[config.mk]
export PLATFORM = sky130hd
export DESIGN_NAME = check_move
export DESIGN_NICKNAME = d
export VERILOG_FILES = /design/src/rtl/check_move.sv
export SDC_FILE = /design/constraint.sdc
export NUM_CORES = 1
export LEC_CHECK = 0
export CORE_ASPECT_RATIO = 1.2
export CORE_UTILIZATION = 47
export CTS_BUF_LIST = sky130_fd_sc_hd__clkbuf_8 sky130_fd_sc_hd__clkbuf_16
export CTS_CLUSTER_DIAMETER = 100
export DETAILED_ROUTE_END_ITERATION = 8
export GPL_ROUTABILITY_DRIVEN = 0
export PLACE_DENSITY = 0.85
export SETUP_SLACK_MARGIN = 0.2
export SLEW_MARGIN = 25
export SYNTH_ARGS = -nofsm -noshare
export SYNTH_HDL_FRONTEND = slang
export SYNTH_SLANG_ARGS = --single-unit
[constraint.sdc]
create_clock -name clk -period 1.5 [get_ports clk]
set_input_delay 0.15 -clock clk [delete_from_list [all_inputs] [get_ports clk]]
set_output_delay 0.15 -clock clk [all_outputs]
set_load 0.02 [all_outputs]
[src/rtl/check_move.sv]
// Registered Connect-4 move-legality checker: decides whether a disc can drop into
// the selected column and reports the landing row and flattened cell index.
module check_move #(
    parameter int NUM_COLS = 7,
    parameter int NUM_ROWS = 6,
    parameter int COL_W    = 3,
    parameter int CELL_W   = 6
) (
    input  logic              clk,
    input  logic              rst,
    input  logic              req,
    input  logic [COL_W-1:0]  sel_col,
    input  logic [COL_W-1:0]  col0_cap,
    input  logic [COL_W-1:0]  col1_cap,
    input  logic [COL_W-1:0]  col2_cap,
    input  logic [COL_W-1:0]  col3_cap,
    input  logic [COL_W-1:0]  col4_cap,
    input  logic [COL_W-1:0]  col5_cap,
    input  logic [COL_W-1:0]  col6_cap,
    output logic              valid_move,
    output logic              invalid_move,
    output logic              done,
    output logic [COL_W-1:0]  target_row,
    output logic [CELL_W-1:0] target_cell,
    output logic [1:0]        err_code,
    output logic              board_full
);

    localparam logic [1:0] ERR_OK   = 2'b00;
    localparam logic [1:0] ERR_FULL = 2'b01;
    localparam logic [1:0] ERR_COL  = 2'b10;

    // Counts above NUM_ROWS (e.g. 7) are treated as full, never as wrap-around.
    function automatic logic col_full(input logic [COL_W-1:0] cap);
        return cap >= COL_W'(NUM_ROWS);
    endfunction

    // Widen both operands before multiplying so 7*cap never truncates.
    function automatic logic [CELL_W-1:0] cell_index(input logic [COL_W-1:0] col,
                                                     input logic [COL_W-1:0] row);
        return CELL_W'(row) * CELL_W'(NUM_COLS) + CELL_W'(col);
    endfunction

    logic [COL_W-1:0] cap_p0;
    logic             bad_col_p0;
    logic             col_full_p0;
    logic             board_full_p0;

    always_comb begin
        cap_p0 = '0;
        case (sel_col)
            3'd0:    cap_p0 = col0_cap;
            3'd1:    cap_p0 = col1_cap;
            3'd2:    cap_p0 = col2_cap;
            3'd3:    cap_p0 = col3_cap;
            3'd4:    cap_p0 = col4_cap;
            3'd5:    cap_p0 = col5_cap;
            3'd6:    cap_p0 = col6_cap;
            default: cap_p0 = '0;
        endcase
    end

    assign bad_col_p0    = sel_col > COL_W'(NUM_COLS - 1);
    assign col_full_p0   = col_full(cap_p0);
    assign board_full_p0 = col_full(col0_cap) & col_full(col1_cap) & col_full(col2_cap)
                         & col_full(col3_cap) & col_full(col4_cap) & col_full(col5_cap)
                         & col_full(col6_cap);

    // ---- stage 0 -> stage 1: registered result ----
    always_ff @(posedge clk or negedge rst) begin
        if (!rst) begin
            valid_move   <= 1'b0;
            invalid_move <= 1'b0;
            done         <= 1'b0;
            target_row   <= '0;
            target_cell  <= '0;
            err_code     <= ERR_OK;
            board_full   <= 1'b0;
        end else begin
            valid_move   <= 1'b0;
            invalid_move <= 1'b0;
            done         <= 1'b0;
            board_full   <= board_full_p0;
            if (req) begin
                done <= 1'b1;
                if (bad_col_p0) begin
                    invalid_move <= 1'b1;
                    err_code     <= ERR_COL;
                end else if (col_full_p0) begin
                    invalid_move <= 1'b1;
                    err_code     <= ERR_FULL;
                end else begin
                    valid_move   <= 1'b1;
                    err_code     <= ERR_OK;
                    target_row   <= cap_p0;
                    target_cell  <= cell_index(sel_col, cap_p0);
                end
            end
        end
    end

endmodule

==> summary.txt, run 1 <==
Timing
  • Fin Hold WS: 0.205 ns
  • Final worst-path cycle share: 2.11
  • Pins Over Slew Limit: 0
  • Post-layout min period: 3.16 ns
  • RSZ-0062 raised after global routing: true
  • FMAX: 317 MHz
  • Setup TNS Final: -12.65 ns
  • Skew final: 0 ns
  • Final hold violation count: 0
  • Finish-stage setup viols: 12
  • Relative slew slack: 0.551
  • Slew @ Worst Pin: 0.671 ns
  • Final worst slack: -1.66 ns

Final layout
  • Core Util, Final: 0.907
  • Share of cells above drive strength 1: 0.440
  • Area Overhead vs Synth: 76.5%
  • Fillcell total: 81
  • Post-route cell area: 0.00194 sq mm
  • Nets: 212
  • Diode count: 0

Placed design
  • Placement Cell Area: 0.00178 sq mm
  • Post-DP HPWL: 2.42 mm
  • PortBufs: 41

Power
  • Switch share: 0.389
  • Leakage: 0.983 nW
  • Clk pwr share: 0.153
  • Gate power share: 0.577
  • Sw power: 0.861 mW
  • Max VDD drop: 1.13 mV
  • Reg power frac: 0.271
  • Pwr/cell area: 1140 mW/mm^2
  • Internal power: 1.35 mW

Critical path
  • R2R Setup Slk: 0.69 ns
  • Crit path launch type: primary input
  • Max stage delay on crit path: 0.52 ns
  • Crit path DAT: 3.30 ns
  • CP cell instances: clkdlybuf4s15_1 -> mux4_2 -> o21a_4 -> buf_4 -> ha_1 -> inv_1 -> ha_1 -> ha_2 -> fa_2 -> a21o_1 -> a21oi_2 -> xnor2_1 -> mux2_4
  • Worst setup EP type: register
  • Crit path kind: in -> reg
  • Crit path required time: 1.64 ns
  • R2R depth: 1
  • CP max stage cell: mux4_2
  • Worst-path fanout max: 3
  • Worst path most repeated cell: ha_1
  • Worst reg2reg path endpoint: target_cell[3]
  • FF-to-FF Start: target_cell[3]

Synthesis
  • Mapped Area: 0.00110 sq mm
  • Async S/R FF share, synth: 1.00
  • EDFF count, synth: 0
  • Syn_nets: 138
  • Top cell type's share of synthesized area: 0.341
  • Synth cell types: 28
  • Syn avg cell area: 11.6 sq um
  • Post-Synthesis Cells: 95
  • Synth Flop Type: dfrtp_1
  • Synth top area cells: dfrtp_1, ha_1, mux2_2
  • Register area share after synthesis: 0.341
  • Top cell type by total area after synthesis: dfrtp_1
  • Synth Warn #: 0
  • Flop and latch count out of synthesis: 15

Floorplan
  • Die area: 0.00254 sq mm
  • Ports: 42
  • Num rows: 18
  • Initial Util: 0.514
  • CORE AREA: 0.00214 sq mm
  • Die height: 55.0 microns
  • Die Width: 46.2 microns

Detailed routing
  • Post-route ant nets: 0
  • Routed WL per cell: 23.3 microns
  • DRC violations left: 0
  • Drt pass-1 iters: 4
  • Overall via count from detail_route: 1162
  • Initial drt markers: 59
  • Vias per inst: 5.87
  • Final WL: 4.61 mm

Clocking
  • Clock sinks: 15
  • Max clock buf depth: 2
  • Worst-Skew Late Latency: 0.25 ns
  • Clk pin slew, worst setup/hold paths: 0.06 ns
  • TritonCTS Buffers: 3
  • H-Tree Depth: 1
  • Clk root buf: clkbuf_8
  • CTS tree: yes

Run status
  • Failing checks: setup timing
  • Status: finished, violations left

Global routing
  • GRT Resource Usage Total: 0.341
  • Largest net degree at the start of global routing: 16
  • Initial antenna violation count: 0
  • Vias in the first global route: 1195
  • First-pass GRT wire length: 5.86 mm
  • Total grt overflow: 0

Worst hold path
  • Worst Hold End: board_full
  • Hold path start: col4_cap[2]
  • HP Class: in -> reg
  • Hold depth: 3

Job
  • Maximum Capacitance Violations: 0
==> synth_stat cells (2+ instances only) <==
cell / n
xnor2_1: 2
nand3b_1: 2
mux2i_1: 2
nand2_1: 2
fa_1: 4
inv_1: 12
o21ai_0: 3
clkbuf_1: 2
ha_1: 12
mux4_2: 3
mux2_2: 10
dfrtp_1: 15
a31oi_1: 2
o21a_1: 2
a21o_1: 2
o211ai_1: 2
a21oi_1: 2
nor2_1: 2
nor2b_1: 2
nand4_1: 4
==> flip-flops by register name, summed over array words and instances (netlist names) <==
name / flops
done: 1
board_full: 1
invalid_move: 1
target_cell: 6
err_code: 2
valid_move: 1
target_row: 3
==> routing by layer <==
metal,track usage,share of wire,vias up
met4,0.216,0.053,0
li1,-,-,483
met1,0.382,0.37,570
met3,0.0390,0.067,28
met2,0.606,0.51,81
met5,0,0,-
==> power by group through the flow <==
stage	sequential [mW]	clock, mW	combinational (mW)
floorplan	0.719	0	0.481
global placement	0.579	0	1.07
detailed placement	0.587	0	1.11
CTS	0.578	0.330	1.14
global route	0.598	0.354	1.36
finish	0.599	0.338	1.28
==> critical path, delay by kind of cell <==
kind / cells / cell delay [ns]
buf+inv: 3 / 0.43
compound gates: 3 / 0.61
xor+xnor: 1 / 0.10
mux: 2 / 0.79
fa+ha+maj: 4 / 1.22
==> area by class of cell <==
| class | instances | area [sq um] | area share |
|---|---|---|---|
| multi-input combinational | 65 | 788 | 0.406 |
| sequential | 15 | 375 | 0.193 |
| clock inverter | 1 | 3.75 | 0.00193 |
| timing repair buffer | 72 | 642 | 0.331 |
| clock buffer | 3 | 41.3 | 0.0213 |
| inverter | 12 | 52.6 | 0.0271 |
| tap | 30 | 37.5 | 0.0193 |
==> per-stage QoR <==
stage	total power [mW]	instances	setup slack, ns
floorplan	1.20	95	-1.64
global placement	1.65	183	-2.16
detailed placement	1.70	183	-2.21
CTS	2.05	195	-1.65
global route	2.31	198	-1.72
finish	2.21	198	-1.66
==> layout by cell type (no fill, tap or decap), types with 2 or more instances in the layout <==
cell type	netlist	layout
inv_1	12	7
mux2_4	0	10
nor2b_1	2	2
fa_1	4	3
nand4_1	4	4
ha_4	0	2
ha_1	12	8
dlygate4sd2_1	0	22
dfrtp_1	15	15
clkdlybuf4s50_1	0	4
buf_8	0	2
buf_2	1	6
a21oi_2	0	2
mux4_2	3	3
dlymetal6s2s_1	0	3
buf_6	0	3
xnor2_1	2	2
inv_4	0	3
buf_4	0	25
clkbuf_8	0	3
o21ai_0	3	2
mux2i_1	2	2
nand3b_1	2	2
ha_2	0	2
o211ai_1	2	2
inv_2	0	3
buf_12	0	2
clkdlybuf4s15_1	0	5
a21o_1	2	2
o21a_4	0	2
==> worst max-delay path by stage <==
stage	from	to	slack [ns]	cells past startpoint
3_5_place_dp	sel_col[2]	target_cell[5]	-2.21	12
6_report	col4_cap[1]	target_cell[5]	-1.66	13
3_3_place_gp	sel_col[2]	target_cell[5]	-2.16	12
5_1_grt	col6_cap[1]	target_cell[5]	-1.72	12
4_1_cts	sel_col[2]	target_cell[5]	-1.65	12
2_1_floorplan	sel_col[2]	target_cell[5]	-1.64	11
==> repair_timing <==
item / in CTS / in global routing
hold buffers: 0 / 0
gates cloned: 0 / 0
pin swaps: 14 / 12
buffers inserted: 8 / 3
gates resized for setup: 73 / 16
hold endpoints to repair: 0 / 0
endpoints found under the setup margin: 27 / 12
==> kinds of logic after synthesis <==
logic type	synth area share
AO/OA/AOI/OAI	0.109
adder cells (fa/ha/maj)	0.209
buffers and inverters	0.0523
multiplexers	0.182
AND/OR/NAND/NOR	0.0819
flip-flops	0.341
XOR/XNOR	0.0239
Note: power is estimated with default switching activity, not from simulation.
==> run 2: changes to the inputs <==
--- a/config.mk
+++ b/config.mk
@@ -6,12 +6,12 @@
 export NUM_CORES = 1
 export LEC_CHECK = 0
 export CORE_ASPECT_RATIO = 1.2
-export CORE_UTILIZATION = 47
+export CORE_UTILIZATION = 39
 export CTS_BUF_LIST = sky130_fd_sc_hd__clkbuf_8 sky130_fd_sc_hd__clkbuf_16
 export CTS_CLUSTER_DIAMETER = 100
 export DETAILED_ROUTE_END_ITERATION = 8
 export GPL_ROUTABILITY_DRIVEN = 0
-export PLACE_DENSITY = 0.85
+export PLACE_DENSITY = 0.75
 export SETUP_SLACK_MARGIN = 0.2
 export SLEW_MARGIN = 25
 export SYNTH_ARGS = -nofsm -noshare
==> constraint.sdc (replaced) <==
create_clock -name clk -period 2.8 [get_ports clk]
set_input_delay 0.28 -clock clk [delete_from_list [all_inputs] [get_ports clk]]
set_output_delay 0.28 -clock clk [all_outputs]
set_load 0.02 [all_outputs]
==> run 2 against run 1 <==
The run still ends with setup timing left. Total power shrank 47%. Clock power shrank 49%. Register-to-register slack gained 1.3 ns. Worst hold slack gained 0.091 ns. Routed wire length shrank 27%. Non-clock buffer count grew 6. Critical path type unchanged. Critical endpoint is now target_cell[4]. Largest cell class unchanged.
==> summary.txt, run 2 (synthesis gave the netlist of run 1 again) <==
Global routing
  • Total grt overflow: 0 (unchanged)
  • GRT Resource Usage Total: 0.212 (was 0.341)
  • Vias in the first global route: 1092 (was 1195)
  • First-pass GRT wire length: 4.69 mm (was 5.86 mm)
  • Initial antenna violation count: 0 (unchanged)
  • Largest net degree at the start of global routing: 16 (unchanged)

Critical path
  • Crit path launch type: primary input (unchanged)
  • Critical Path Source: sel_col[2] (was col4_cap[1])
  • Worst-path fanout max: 3 (unchanged)
  • FF-to-FF Start: target_cell[0] (was target_cell[3])
  • CP max stage cell: mux4_2 (unchanged)
  • Crit path DAT: 3.30 ns (about the same)
  • Crit path required time: 2.93 ns (was 1.64 ns)
  • Delay-heaviest family, CP: adder cells (unchanged)
  • Crit path kind: in -> reg (unchanged)
  • CP bufs+invs: 3 (unchanged)
  • R2R Setup Slk: 2.03 ns (was 0.69 ns)
  • CP cell instances: buf_8 -> mux2_4 -> mux4_2 -> nor2_4 -> fa_1 -> fa_1 -> inv_2 -> buf_4 -> ha_4 -> a21o_1 -> a21oi_2 -> xnor2_1 -> mux2_4 (was clkdlybuf4s15_1 -> mux4_2 -> o21a_4 -> buf_4 -> ha_1 -> inv_1 -> ha_1 -> ha_2 -> fa_2 -> a21o_1 -> a21oi_2 -> xnor2_1 -> mux2_4)
  • Max stage delay on crit path: 0.51 ns (was 0.52 ns)
  • Worst setup EP type: register (unchanged)

Final layout
  • Top reg by flops: target_cell (unchanged)
  • Share of cells above drive strength 1: 0.454 (was 0.440)
  • Most frequent cells in the layout: buf_4, clkdlybuf4s50_1, dfrtp_1 (was buf_4, dlygate4sd2_1, dfrtp_1)
  • Commonest non-fill, non-tap cell in the layout: buf_4 (unchanged)
  • Post-route cell area: 0.00201 sq mm (was 0.00194 sq mm)
  • Area Overhead vs Synth: 82.8% (was 76.5%)
  • Core Util, Final: 0.773 (was 0.907)
  • Nets: 218 (was 212)
  • Max FFs per register: 6 (unchanged)
  • Largest registers: target_cell (6), target_row (3), err_code (2) (unchanged)
  • Diode count: 0 (unchanged)

Placed design
  • Post-DP HPWL: 2.07 mm (was 2.42 mm)
  • PortBufs: 41 (unchanged)
  • Placement Cell Area: 0.00176 sq mm (was 0.00178 sq mm)

Run status
  • Failing checks: setup timing (unchanged)
  • Status: finished, violations left (unchanged)

Timing
  • FMAX: 316 MHz
  • Skew final: 0 ns (unchanged)
  • Fin Hold WS: 0.296 ns (was 0.205 ns)
  • Setup TNS Final: -1.06 ns (was -12.65 ns)
  • Final worst slack: -0.367 ns (was -1.66 ns)
  • Post-layout min period: 3.17 ns
  • Finish-stage setup viols: 6 (was 12)
  • Slew @ Worst Pin: 0.712 ns (was 0.671 ns)
  • Final hold violation count: 0 (unchanged)
  • Pins Over Slew Limit: 0 (unchanged)
  • RSZ-0062 raised after global routing: true (unchanged)
  • Relative slew slack: 0.524 (was 0.551)
  • Final worst-path cycle share: 1.13

Clocking
  • H-Tree Depth: 1 (unchanged)
  • CTS tree: yes (unchanged)
  • Max clock buf depth: 2 (unchanged)
  • Worst-Skew Late Latency: 0.24 ns (was 0.25 ns)
  • Clock sinks: 15 (unchanged)
  • TritonCTS Buffers: 3 (unchanged)
  • Clk pin slew, worst setup/hold paths: 0.06 ns (about the same)
  • Hold Buf Count CTS: 0 (unchanged)
  • Clk root buf: clkbuf_8 (unchanged)

Detailed routing
  • Final WL: 3.36 mm (was 4.61 mm)
  • Initial drt markers: 11 (was 59)
  • Vias per inst: 5.02 (was 5.87)
  • DRC violations left: 0 (unchanged)
  • Overall via count from detail_route: 1040 (was 1162)
  • Post-route ant nets: 0 (unchanged)
  • Routed WL per cell: 16.2 microns (was 23.3 microns)
  • Drt pass-1 iters: 4 (unchanged)

Floorplan
  • Die height: 60.2 microns (was 55.0 microns)
  • Die area: 0.00304 sq mm (was 0.00254 sq mm)
  • CORE AREA: 0.00260 sq mm (was 0.00214 sq mm)
  • Num rows: 20 (was 18)
  • Initial Util: 0.423 (was 0.514)
  • Die Width: 50.5 microns (was 46.2 microns)
  • Ports: 42 (unchanged)

Power
  • Pwr/cell area: 581 mW/mm^2 (was 1140 mW/mm^2)
  • Max VDD drop: 0.396 mV (was 1.13 mV)
  • Leakage: 0.971 nW (was 0.983 nW)

Worst hold path
  • HP Class: in -> reg (unchanged)
  • Hold path start: col4_cap[2] (unchanged)

Job
  • Maximum Capacitance Violations: 0 (unchanged)
## run 2: worst paths after layout
path,to,depth (start not counted)
worst max register to register,target_cell[0],1
max in group asynchronous,err_code[1],1
worst min register to register,target_row[2],1
worst max-delay path,target_cell[4],13
min in group asynchronous,target_cell[5],1
worst min-delay path,board_full,3
## run 2: report_power, final
part           internal (mW)  switching, mW
Sequential             0.277         0.0320
Clock                 0.0969         0.0764
Combinational          0.395          0.291
Total                  0.769          0.399
## run 2: through the flow
stage | total power, mW | std cells | worst slack [ns]
floorplan | 0.640 | 95 | -0.472
global route | 1.24 | 207 | -0.422
finish | 1.17 | 207 | -0.367
detailed placement | 0.895 | 184 | -1.07
global placement | 0.881 | 184 | -0.997
CTS | 1.13 | 203 | -0.485
## run 2: cell type report
| cell class | count | area, sq um |
|---|---|---|
| Inverter | 12 | 50.0 |
| Sequential cell | 15 | 375 |
| Multi-Input combinational cell | 65 | 797 |
| Fill cell | 171 | 592 |
| Tap cell | 33 | 41.3 |
| Clock buffer | 3 | 41.3 |
| Timing Repair Buffer | 78 | 702 |
| Clock inverter | 1 | 3.75 |
## run 2: layer usage
layer / global-route usage / vias to the layer above / share of wire
met5: 0 / - / 0
met4: 0.0714 / 0 / 0.015
met3: 0.0331 / 4 / 0.048
met2: 0.390 / 47 / 0.54
met1: 0.249 / 495 / 0.40
li1: - / 494 / -
## run 2: timing repair
item	CTS	global route
setup buffers	14	4
pin swaps	10	13
gates cloned	1	0
gates resized for setup	43	18
setup endpoints to repair	10	10
## run 2: worst min-delay path, stage by stage
cell and delay (ns):
buf_2 0.10, nand4_1 0.07, nor4_1 0.05
